### src/rtl/selector_pkg.sv
// Shared constants and helpers for registered channel selectors.
// Mode encodings and the selector/ID width rule live here.
package selector_pkg;

   localparam logic MODE_FIXED = 1'b0;
   localparam logic MODE_RR    = 1'b1;

   // Selector width for n channels; never below one bit.
   function automatic int sel_width(input int n);
      return (n < 2) ? 1 : $clog2(n);
   endfunction

endpackage

### src/rtl/mux_n_arb_rr_pick.sv
// Combinational round-robin picker: first request at or above ptr.
// Rotate, isolate the lowest set bit, rotate back.
module rr_pick #(
   parameter int n  = 4,
   parameter int pw = 2
) (
   input  logic [n-1:0]  req,
   input  logic [pw-1:0] ptr,
   output logic [n-1:0]  gnt,
   output logic          found
);

   logic [2*n-1:0] dbl_req;
   logic [n-1:0]   rot;
   logic [n-1:0]   first;
   logic [2*n-1:0] dbl_gnt;

   always_comb begin
      dbl_req = {req, req} >> ptr;
      rot     = dbl_req[n-1:0];
      first   = rot & (~rot + {{(n-1){1'b0}}, 1'b1});
      dbl_gnt = {first, first} << ptr;
      gnt     = dbl_gnt[2*n-1:n];
      found   = |req;
   end

endmodule

### src/rtl/mux_n_arb.sv
// N-channel registered selector, fixed or round-robin grant.
// One output register stage with valid/ready on both sides.
module mux_n_arb
   import selector_pkg::*;
#(
   parameter int bus      = 4,
   parameter int channels = 4,
   parameter int sw       = sel_width(channels)
) (
   input  logic                    clk,
   input  logic                    rst,
   input  logic [channels*bus-1:0] d,
   input  logic [channels-1:0]     d_valid,
   output logic [channels-1:0]     d_ready,
   input  logic                    mode,
   input  logic [sw-1:0]           selector,
   output logic [bus-1:0]          out,
   output logic [sw-1:0]           out_id,
   output logic                    out_valid,
   input  logic                    out_ready
);

   logic [bus-1:0]      out_q, out_d;
   logic [sw-1:0]       out_id_q, out_id_d;
   logic                out_valid_q, out_valid_d;
   logic [sw-1:0]       rr_ptr_q, rr_ptr_d;

   logic [channels-1:0] rr_gnt;
   logic                rr_found;
   logic [channels-1:0] fix_gnt;
   logic                fix_hit;
   logic                sel_ok;
   logic [channels-1:0] grant;
   logic                grant_any;
   logic                load_en;
   logic                xfer;
   logic [sw-1:0]       gnt_idx;
   logic [bus-1:0]      gnt_data;

   rr_pick #(
      .n  (channels),
      .pw (sw)
   ) u_rr_pick (
      .req   (d_valid),
      .ptr   (rr_ptr_q),
      .gnt   (rr_gnt),
      .found (rr_found)
   );

   always_comb begin
      sel_ok  = int'(selector) < channels;
      fix_gnt = '0;
      if (sel_ok) begin
         fix_gnt = ({{(channels-1){1'b0}}, 1'b1} << selector)
                 & d_valid;
      end
      fix_hit = |fix_gnt;
   end

   always_comb begin
      load_en   = !out_valid_q || out_ready;
      grant     = (mode == MODE_RR) ? rr_gnt : fix_gnt;
      grant_any = (mode == MODE_RR) ? rr_found : fix_hit;
      xfer      = grant_any && load_en && !rst;
      d_ready   = grant & {channels{xfer}};
   end

   // Grant is one-hot, so OR-reduction encodes index and data.
   always_comb begin
      gnt_idx  = '0;
      gnt_data = '0;
      for (int i = 0; i < channels; i++) begin
         if (grant[i]) begin
            gnt_idx  = gnt_idx | sw'(i);
            gnt_data = gnt_data | d[i*bus +: bus];
         end
      end
   end

   always_comb begin
      out_d       = out_q;
      out_id_d    = out_id_q;
      out_valid_d = out_valid_q;
      rr_ptr_d    = rr_ptr_q;
      if (xfer) begin
         out_d       = gnt_data;
         out_id_d    = gnt_idx;
         out_valid_d = 1'b1;
         if (mode == MODE_RR) begin
            if (int'(gnt_idx) == channels - 1) begin
               rr_ptr_d = '0;
            end else begin
               rr_ptr_d = gnt_idx + sw'(1);
            end
         end
      end else if (out_valid_q && out_ready) begin
         out_valid_d = 1'b0;
      end
   end

   always_ff @(posedge clk) begin
      if (rst) begin
         out_q       <= '0;
         out_id_q    <= '0;
         out_valid_q <= 1'b0;
         rr_ptr_q    <= '0;
      end else begin
         out_q       <= out_d;
         out_id_q    <= out_id_d;
         out_valid_q <= out_valid_d;
         rr_ptr_q    <= rr_ptr_d;
      end
   end

   assign out       = out_q;
   assign out_id    = out_id_q;
   assign out_valid = out_valid_q;

endmodule
### config.mk
export PLATFORM = sky130hd
export DESIGN_NAME = mux_n_arb
export DESIGN_NICKNAME = d
export VERILOG_FILES = /design/src/rtl/selector_pkg.sv /design/src/rtl/mux_n_arb_rr_pick.sv /design/src/rtl/mux_n_arb.sv
export SDC_FILE = /design/constraint.sdc
export NUM_CORES = 1
export LEC_CHECK = 0
export ABC_CLOCK_PERIOD_IN_PS = 1450
export CAP_MARGIN = 20
export CELL_PAD_IN_SITES_DETAIL_PLACEMENT = 1
export CELL_PAD_IN_SITES_GLOBAL_PLACEMENT = 1
export CORE_ASPECT_RATIO = 0.5
export CORE_MARGIN = 2
export CORE_UTILIZATION = 22
export DETAILED_ROUTE_END_ITERATION = 7
export GPL_TIMING_DRIVEN = 0
export PLACE_DENSITY_LB_ADDON = 0.15
export SYNTH_ARGS = -nofsm -noshare
export SYNTH_HDL_FRONTEND = slang
export SYNTH_SLANG_ARGS = --single-unit
### constraint.sdc
create_clock -name clk -period 1.45 [get_ports clk]
set_input_delay 0.29 -clock clk [delete_from_list [all_inputs] [get_ports clk]]
set_output_delay 0.29 -clock clk [all_outputs]
set_load 0.005 [all_outputs]
; ---- Word level (Yosys, flattened, before mapping)
; Cells that the tools add are included.
[totals]
out_inout_bits = 11
regBits = 9
[op_classes]
n_mux = 12
eq_ne = 1
n_addsub = 2
shifts = 3
n_reduce_logical = 10
n_bitwise = 7
[op_table]
columns = operator, n
row1 = $mux W4, 5
row2 = $and A4 B4 Y4, 3
row3 = $or A4 B4 Y4, 3
row4 = $reduce_or A4 Y1, 2
row5 = $shl A8 B2 Y8, 1
row6 = $shr A8 B2 Y4, 1
row7 = $mux W2, 3
row8 = $add A4 B1 Y4 const B, 1
row9 = $mux W1, 4
row10 = $not A4 Y4, 1
row11 = $shl A1 B2 Y4 const A, 1
row12 = $logic_and A1 B1 Y1, 3
row13 = $add A2 B1 Y2 const B, 1
row14 = $eq A2 B1 Y1 const B, 1
row15 = $logic_not A1 Y1, 2
row16 = $reduce_and A2 Y1, 1
row17 = $reduce_bool A2 Y1, 1
row18 = $logic_or A1 B1 Y1, 1

; ---- Depth between registers and ports, before layout
; Gate-level depths: netlist (run 1).
[logic_depth]
ltp_word = 13
mapped_depth = 6
depth_no_buf = 5

; ---- Cells and area by module
; A second synthesis (run 1) with hierarchy kept.
[hier_totals]
hier_cells = 93
area_unflattened_um2 = 725.7
[modules_own_cells]
columns = mod, seq_area_each_um2, instances, area_each_um2, cells_each
row1 = mux_n_arb, 180.2, 1, 619.3, 76
row2 = rr_pick, 0.0, 1, 106.4, 17

; ---- Worst setup path before layout (run 1)
; Ideal clock, no wire load.
[synth_timing]
kind = register -> output
from = register out_valid_q (netlist: out_valid)
to = output d_ready[1]
arrival_ns = 1.282
n_path_buf = 1
path_slack_ns = -0.122
required_ns = 1.160
path_stages_with_launch = 6
cell_sequence = dfxtp_1 -> nor2b_1 -> a311oi_2 -> o311a_2 -> buf_6 -> and2_1
[synth_via]
elab_chain_len = 5
[synth_rtl]
columns = item, line_no
row1 = from (decl), mux_n_arb.sv:25  ; logic out_valid_q, out_valid_d;
row2 = from (signal assigned), mux_n_arb.sv:110  ; out_valid_q <= out_valid_d;
row3 = $logic_not A1 Y1, mux_n_arb.sv:61  ; load_en = !out_valid_q || out_ready;
row4 = $logic_or A1 B1 Y1, mux_n_arb.sv:61
row5 = $logic_and A1 B1 Y1 (2 in series), mux_n_arb.sv:64  ; xfer = grant_any && load_en && !rst;
row6 = $and A4 B4 Y4, mux_n_arb.sv:65  ; d_ready = grant & {channels{xfer}};
row7 = to (decl), mux_n_arb.sv:14  ; output logic [channels-1:0] d_ready,
; No other way between the ends.

; ---- Final worst setup path (run 1)
; Same ends and word-level chain as after synthesis.

==> results.ini, run 1 <==
[power_and_ir_drop]
p_leak_nw = 0.508
seqPwrFrac_pct = 31.0
ir_worst_vdd_uv = 360
clockPowerShare_pct = 29.7
fin_total_pwr_mw = 0.984
power_density_mw_per_mm2 = 775
combPwrFrac_pct = 39.4
p_switching_mw = 0.278
switching_share_pct = 28.2
internal_power_mw = 0.707

[worst_setup_path]
crit_fanout = 6
crit_type = reg2out
crit_path_start_kind = flop
critPathArrivalTime_ns = 1.54
critPathRequiredTime_ns = 1.16
end_kind = primary output

[sta]
fin_crit_sh_pct = 126
hold_viol_final = 0
skew_ns = 0.000880
worst_slew_pin_slew_ns = 0.327
hold-worst-slack_ns = 0.449
fin_crit_ns = 1.83
finalSetupViolations = 8
tns_ns = -1.56
relSlewSlack_pct = 78.2
setup_slack_ns = -0.384
rsz0062_at_grt = yes
drv_slew = 0
fmax_mhz = 545

[detailed_routing]
wl_met2_mm = 1.09
vias = 841
antenna_left = 0
top_layer = met4
drt-met1-wl_mm = 1.10
drt-total-wl_mm = 2.42
wire_per_inst_um = 14.7
drtPass1Iterations = 5
drc_errors = 0
vias_per_cell = 5.13
route.met3.wl_um = 190
drt_iter0_markers = 58

[yosys]
synth_edf_count = 0
ys_warn_count = 0
ys_seq_elements = 9
ys_seq_area_share_pct = 28.3
synth_cell_type_count = 33
synth_top_area_share_pct = 28.3
ys_top_cells_by_area = dfxtp_1, a21oi_1, a222oi_1, nand2_1, a31oi_1
syn_nets = 104
yosysTopAreaCell = dfxtp_1
synth_flop_cell = dfxtp_1
async_flop_share_pct = 0
synth.avg_cell_area_um2 = 8.15
synthCells = 78
synth_area_um2 = 636

[floorplanning]
dieArea_mm2 = 0.00336
fp.dieW_um = 80.0
start_util_pct = 23.8
die_h_um = 42.0
ios = 37
core_area_mm2 = 0.00267
num_rows = 13

[global_route]
grt_max_degree = 10
grt_overflow = 0
grt_usage_pct = 15.4
antenna_found_initial = 0
grt_pass1_wl_mm = 3.97
grt_pass1_vias = 860

[clocking]
cts_tree = built
clock-root-buffer = clkbuf_8
htreeDepth = 1
cts_made_buffers = 3
cts_sinks = 9
clk_latency_ns = 0.23
clkSlewWorstSetupHoldPaths_ns = 0.05
cts_max_path_buffers = 2

[place]
dpl.cell_count = 151
placed_area_mm2 = 0.00110
pre_cts_slack_ns = -1.38
place_congestion = 0.706
place.detailed.hpwl_mm = 1.76
io_buffer_count = 36

[finish]
drive_gt1_share_pct = 35.4
design_area_mm2 = 0.00127
fin_util_pct = 47.6
final_nets = 154
area_growth_pct = 99.8
num_antenna_cells = 0
num-fill-cells = 317
final-instance-count-excl-fill = 164

[run_status]
violations = setup timing
status = finished with violations

[hold_path]
hp-class = in2reg

[run]
maxCapViolCount = 0

what timing repair did:
action,4_1_cts,5_1_grt
hold buffers,0,0
buffers inserted,9,0
pin swaps,14,6
setup endpoints to repair,13,12
gates resized for setup,68,2
hold endpoints to repair,0,0
cells in the mapped netlist, types with 2 or more instances:
cell	n
a31oi_1	5
nand2_1	9
nand4_1	2
a21oi_1	9
and2_1	3
nor2_1	5
nand2b_1	2
nand3b_1	2
a222oi_1	4
and2_2	2
nand3_1	2
nor3_1	3
dfxtp_1	9
o21ai_0	2
logic make-up (layout without fill, tap and decap cells):
group	count (synthesis)	count (layout)	share of synthesized area, %
simple gates	37	37	32.9
compound gates	28	28	33.7
flops	9	9	28.3
buf+inv	3	52	3.54
mux	1	1	1.57
worst max-delay path, stage by stage, from the launching register on:
cell      delay (ns)
dfxtp_2         0.31
nor2b_4         0.13
a311oi_4        0.26
o311a_4         0.28
buf_6           0.11
and2_4          0.13
buf_6           0.08
power by group through the flow:
stage / Combinational [mW] / Sequential, mW / Clock, mW
floorplan: 0.150 / 0.307 / 0
global placement: 0.335 / 0.306 / 0
detailed placement: 0.336 / 0.308 / 0
CTS: 0.390 / 0.305 / 0.305
global route: 0.420 / 0.310 / 0.332
finish: 0.387 / 0.305 / 0.292
state kept, by name, summed over array words and instances (netlist names):
| name | count |
|---|---|
| out | 4 |
| out_id | 2 |
| rr_ptr_q | 2 |
| out_valid | 1 |
cell usage in the layout (no fill, tap or decap), types with 2 or more instances in the layout:
cell and count:
nor2_1 3, and2_4 2, nand4_1 2, a31oi_1 4, a31oi_4 2, buf_2 3
nand2_1 8, clkdlybuf4s50_1 23, dlygate4sd2_1 3, clkbuf_8 3, a222oi_1 4, and2_1 2
dfxtp_2 2, o21ai_0 2, dfxtp_1 6, nand3b_1 2, nand3_1 2, buf_4 10
nand2b_4 2, nor2_2 2, a21oi_1 9, buf_6 5, nor3_1 3
final timing paths:
kind / from / end / slack (ns) / cells past startpoint
max: out_valid / d_ready[1] / -0.38 / 6
min reg2reg: out[3] / out[3] / 0.51 / 2
max reg2reg: rr_ptr_q[0] / out[2] / -0.06 / 6
min: rst / rr_ptr_q[1] / 0.45 / 2
per-layer routing:
layer,global-route usage (%),up-vias
li1,-,406
met1,19.7,395
met2,25.0,35
met3,3.88,5
met4,6.10,0
met5,0,-
final cells by class:
type / instances / area, µm² / area share, %
clock buffers: 4 / 45.0 / 3.55
inverters: 1 / 3.75 / 0.296
flip-flops and latches: 9 / 186 / 14.7
well taps: 37 / 46.3 / 3.65
repair buffers: 45 / 417 / 32.8
plain buffers: 2 / 36.3 / 2.86
multi-input cells: 66 / 536 / 42.2
(Power assumes the default switching activity.)
==> run 2, diff against run 1 <==
--- a/config.mk
+++ b/config.mk
@@ -12,9 +12,12 @@
 export CORE_ASPECT_RATIO = 0.5
 export CORE_MARGIN = 2
 export CORE_UTILIZATION = 22
+export CTS_CLUSTER_SIZE = 14
 export DETAILED_ROUTE_END_ITERATION = 7
 export GPL_TIMING_DRIVEN = 0
 export PLACE_DENSITY_LB_ADDON = 0.15
+export SLEW_MARGIN = 20
 export SYNTH_ARGS = -nofsm -noshare
 export SYNTH_HDL_FRONTEND = slang
 export SYNTH_SLANG_ARGS = --single-unit
+export TNS_END_PERCENT = 50
==> run 2 against run 1 <==
  * The run still ends with setup timing left
  * Sequential cell count unchanged
  * Combinational power up 7.5%
  * Clock power rose by 2%
  * Critical path depth is 1 lower
  * Worst hold slack better by 0.0024 ns
  * Utilization is 2.6 points higher
==> results.ini, run 2 (same netlist as run 1, synthesis figures left out) <==
[worst_setup_path]
crit_type = reg2out
crit_path_top_delay_cell = or4b_4
end_kind = primary output
cpPeakStageDelay_ns = 0.47  ; +0.16 ns
critPathRequiredTime_ns = 1.16  ; about the same
crit_path_start_kind = flop
crit_fanout = 5  ; -1
crit_chain = nand2b_4 -> or4b_4 -> nand3_4 -> and2_4 -> buf_6
critPathArrivalTime_ns = 1.51  ; -0.03 ns

[floorplanning]
core_area_mm2 = 0.00267  ; unchanged
ios = 37  ; unchanged
start_util_pct = 23.8  ; unchanged
num_rows = 13  ; unchanged
fp.dieW_um = 80.0  ; unchanged
die_h_um = 42.0  ; unchanged
dieArea_mm2 = 0.00336  ; unchanged

[global_route]
grt_max_degree = 10  ; unchanged
grt_pass1_vias = 829  ; -3.6%
grt_pass1_wl_mm = 3.95  ; -0.53%
antenna_found_initial = 0  ; unchanged
grt_overflow = 0  ; unchanged
grt_usage_pct = 15.1  ; -0.37 points

[clocking]
cts_sinks = 9  ; unchanged
clock-root-buffer = clkbuf_8
cts_tree = built
cts_made_buffers = 3  ; unchanged
htreeDepth = 1  ; unchanged
clkSlewWorstSetupHoldPaths_ns = 0.05  ; about the same
clk_latency_ns = 0.23  ; about the same
cts_max_path_buffers = 2  ; unchanged
holdBufCountCts = 0  ; unchanged

[detailed_routing]
antenna_left = 0  ; unchanged
vias_per_cell = 4.86  ; -5.3%
drt-total-wl_mm = 2.56  ; +6.0%
drt_iter0_markers = 33  ; -43%
vias = 826  ; -1.8%
drtPass1Iterations = 4  ; -1
wire_per_inst_um = 15.1  ; +2.2%
drc_errors = 0  ; unchanged

[sta]
fmax_mhz = 555  ; +1.8%
fin_crit_ns = 1.80  ; -0.0332 ns
relSlewSlack_pct = 79.2  ; +0.99 points
drv_slew = 0  ; unchanged
fin_crit_sh_pct = 124  ; -2.3 points
hold_viol_final = 0  ; unchanged
setup_slack_ns = -0.351  ; +0.0332 ns
worst_slew_pin_slew_ns = 0.312  ; -0.0148 ns
finalSetupViolations = 8  ; unchanged
rsz0062_at_grt = yes
skew_ns = 0.00116  ; +0.000280 ns

[finish]
drive_gt1_share_pct = 41.4  ; +5.9 points
largest_register_ffs = 4  ; unchanged
final_nets = 160  ; +3.9%
num_antenna_cells = 0  ; unchanged
mostFrequentLayoutCells = clkdlybuf4s50_1, buf_4, nand2_1, buf_6, a21oi_1
design_area_mm2 = 0.00134  ; +5.4%
final_common_cell = clkdlybuf4s50_1
area_growth_pct = 111

[place]
place.detailed.hpwl_mm = 1.82  ; +3.2%
io_buffer_count = 36  ; unchanged
pre_cts_slack_ns = -1.41  ; -0.0274 ns
placed_area_mm2 = 0.00110  ; unchanged
place_congestion = 0.694  ; -1.7%

[run_status]
status = finished with violations
violations = setup timing

[hold_path]
hp-class = in2reg

[power_and_ir_drop]
power_density_mw_per_mm2 = 760  ; -1.9%
ir_worst_vdd_uv = 289  ; -20%
p_leak_nw = 0.542  ; +6.7%

[run]
maxCapViolCount = 0  ; unchanged

run 2: power breakdown:
part           switching, mW  internal (mW)  total [mW]
clock network          0.105          0.192       0.297
logic                  0.162          0.253       0.416
registers             0.0223          0.283       0.305
run 2: routing by layer:
metal  GRT usage, %  wire length [µm]
met1           20.5              1200
met2           24.0              1160
met3           2.80               179
met4           5.08                23
met5              0                 0
run 2: what timing repair did:
item	in CTS	in global routing
setup endpoints to repair	13	11
gates cloned	0	0
setup buffers	10	5
pin swaps	11	12
gates resized for setup	70	7
run 2: cell type report:
cell class | count | area [µm²]
Buffer | 2 | 36.3
Tap cell | 37 | 46.3
Multi-Input combinational cell | 66 | 549
Clock buffer | 4 | 45.0
Inverter | 1 | 3.75
Sequential cell | 9 | 186
Timing Repair Buffer | 51 | 472
Fill cell | 321 | 1330
run 2: worst paths after layout:
path / slack, ns / depth (start not counted) / to / from
setup / recovery: -0.35 / 5 / d_ready[2] / rr_ptr_q[0]
hold / removal: 0.45 / 2 / rr_ptr_q[1] / rst
setup reg to reg: -0.06 / 6 / out[3] / rr_ptr_q[0]
hold reg to reg: 0.51 / 2 / out[2] / out[2]
run 2: stage by stage:
| stage | utilization, % | cells | hold slack (ns) | total power, mW | setup TNS, ns |
|---|---|---|---|---|---|
| after global placement | 41.1 | 151 | 0.508 | 0.643 | -11.60 |
| after floorplan | - | 78 | 0.369 | 0.457 | -0.171 |
| final | 50.2 | 170 | 0.451 | 1.02 | -1.39 |
| after global routing | 50.2 | 170 | 0.478 | 1.08 | -1.99 |
| after detailed placement | 41.1 | 151 | 0.510 | 0.645 | -11.81 |
| after CTS | 48.3 | 165 | 0.457 | 1.01 | -1.81 |
run 2: critical path: cells and delay by family (launching register included):
family                 cells  cell delay [ns]
buffers and inverters      1             0.08
flip-flops                 1             0.36
AND/OR/NAND/NOR            4             0.83
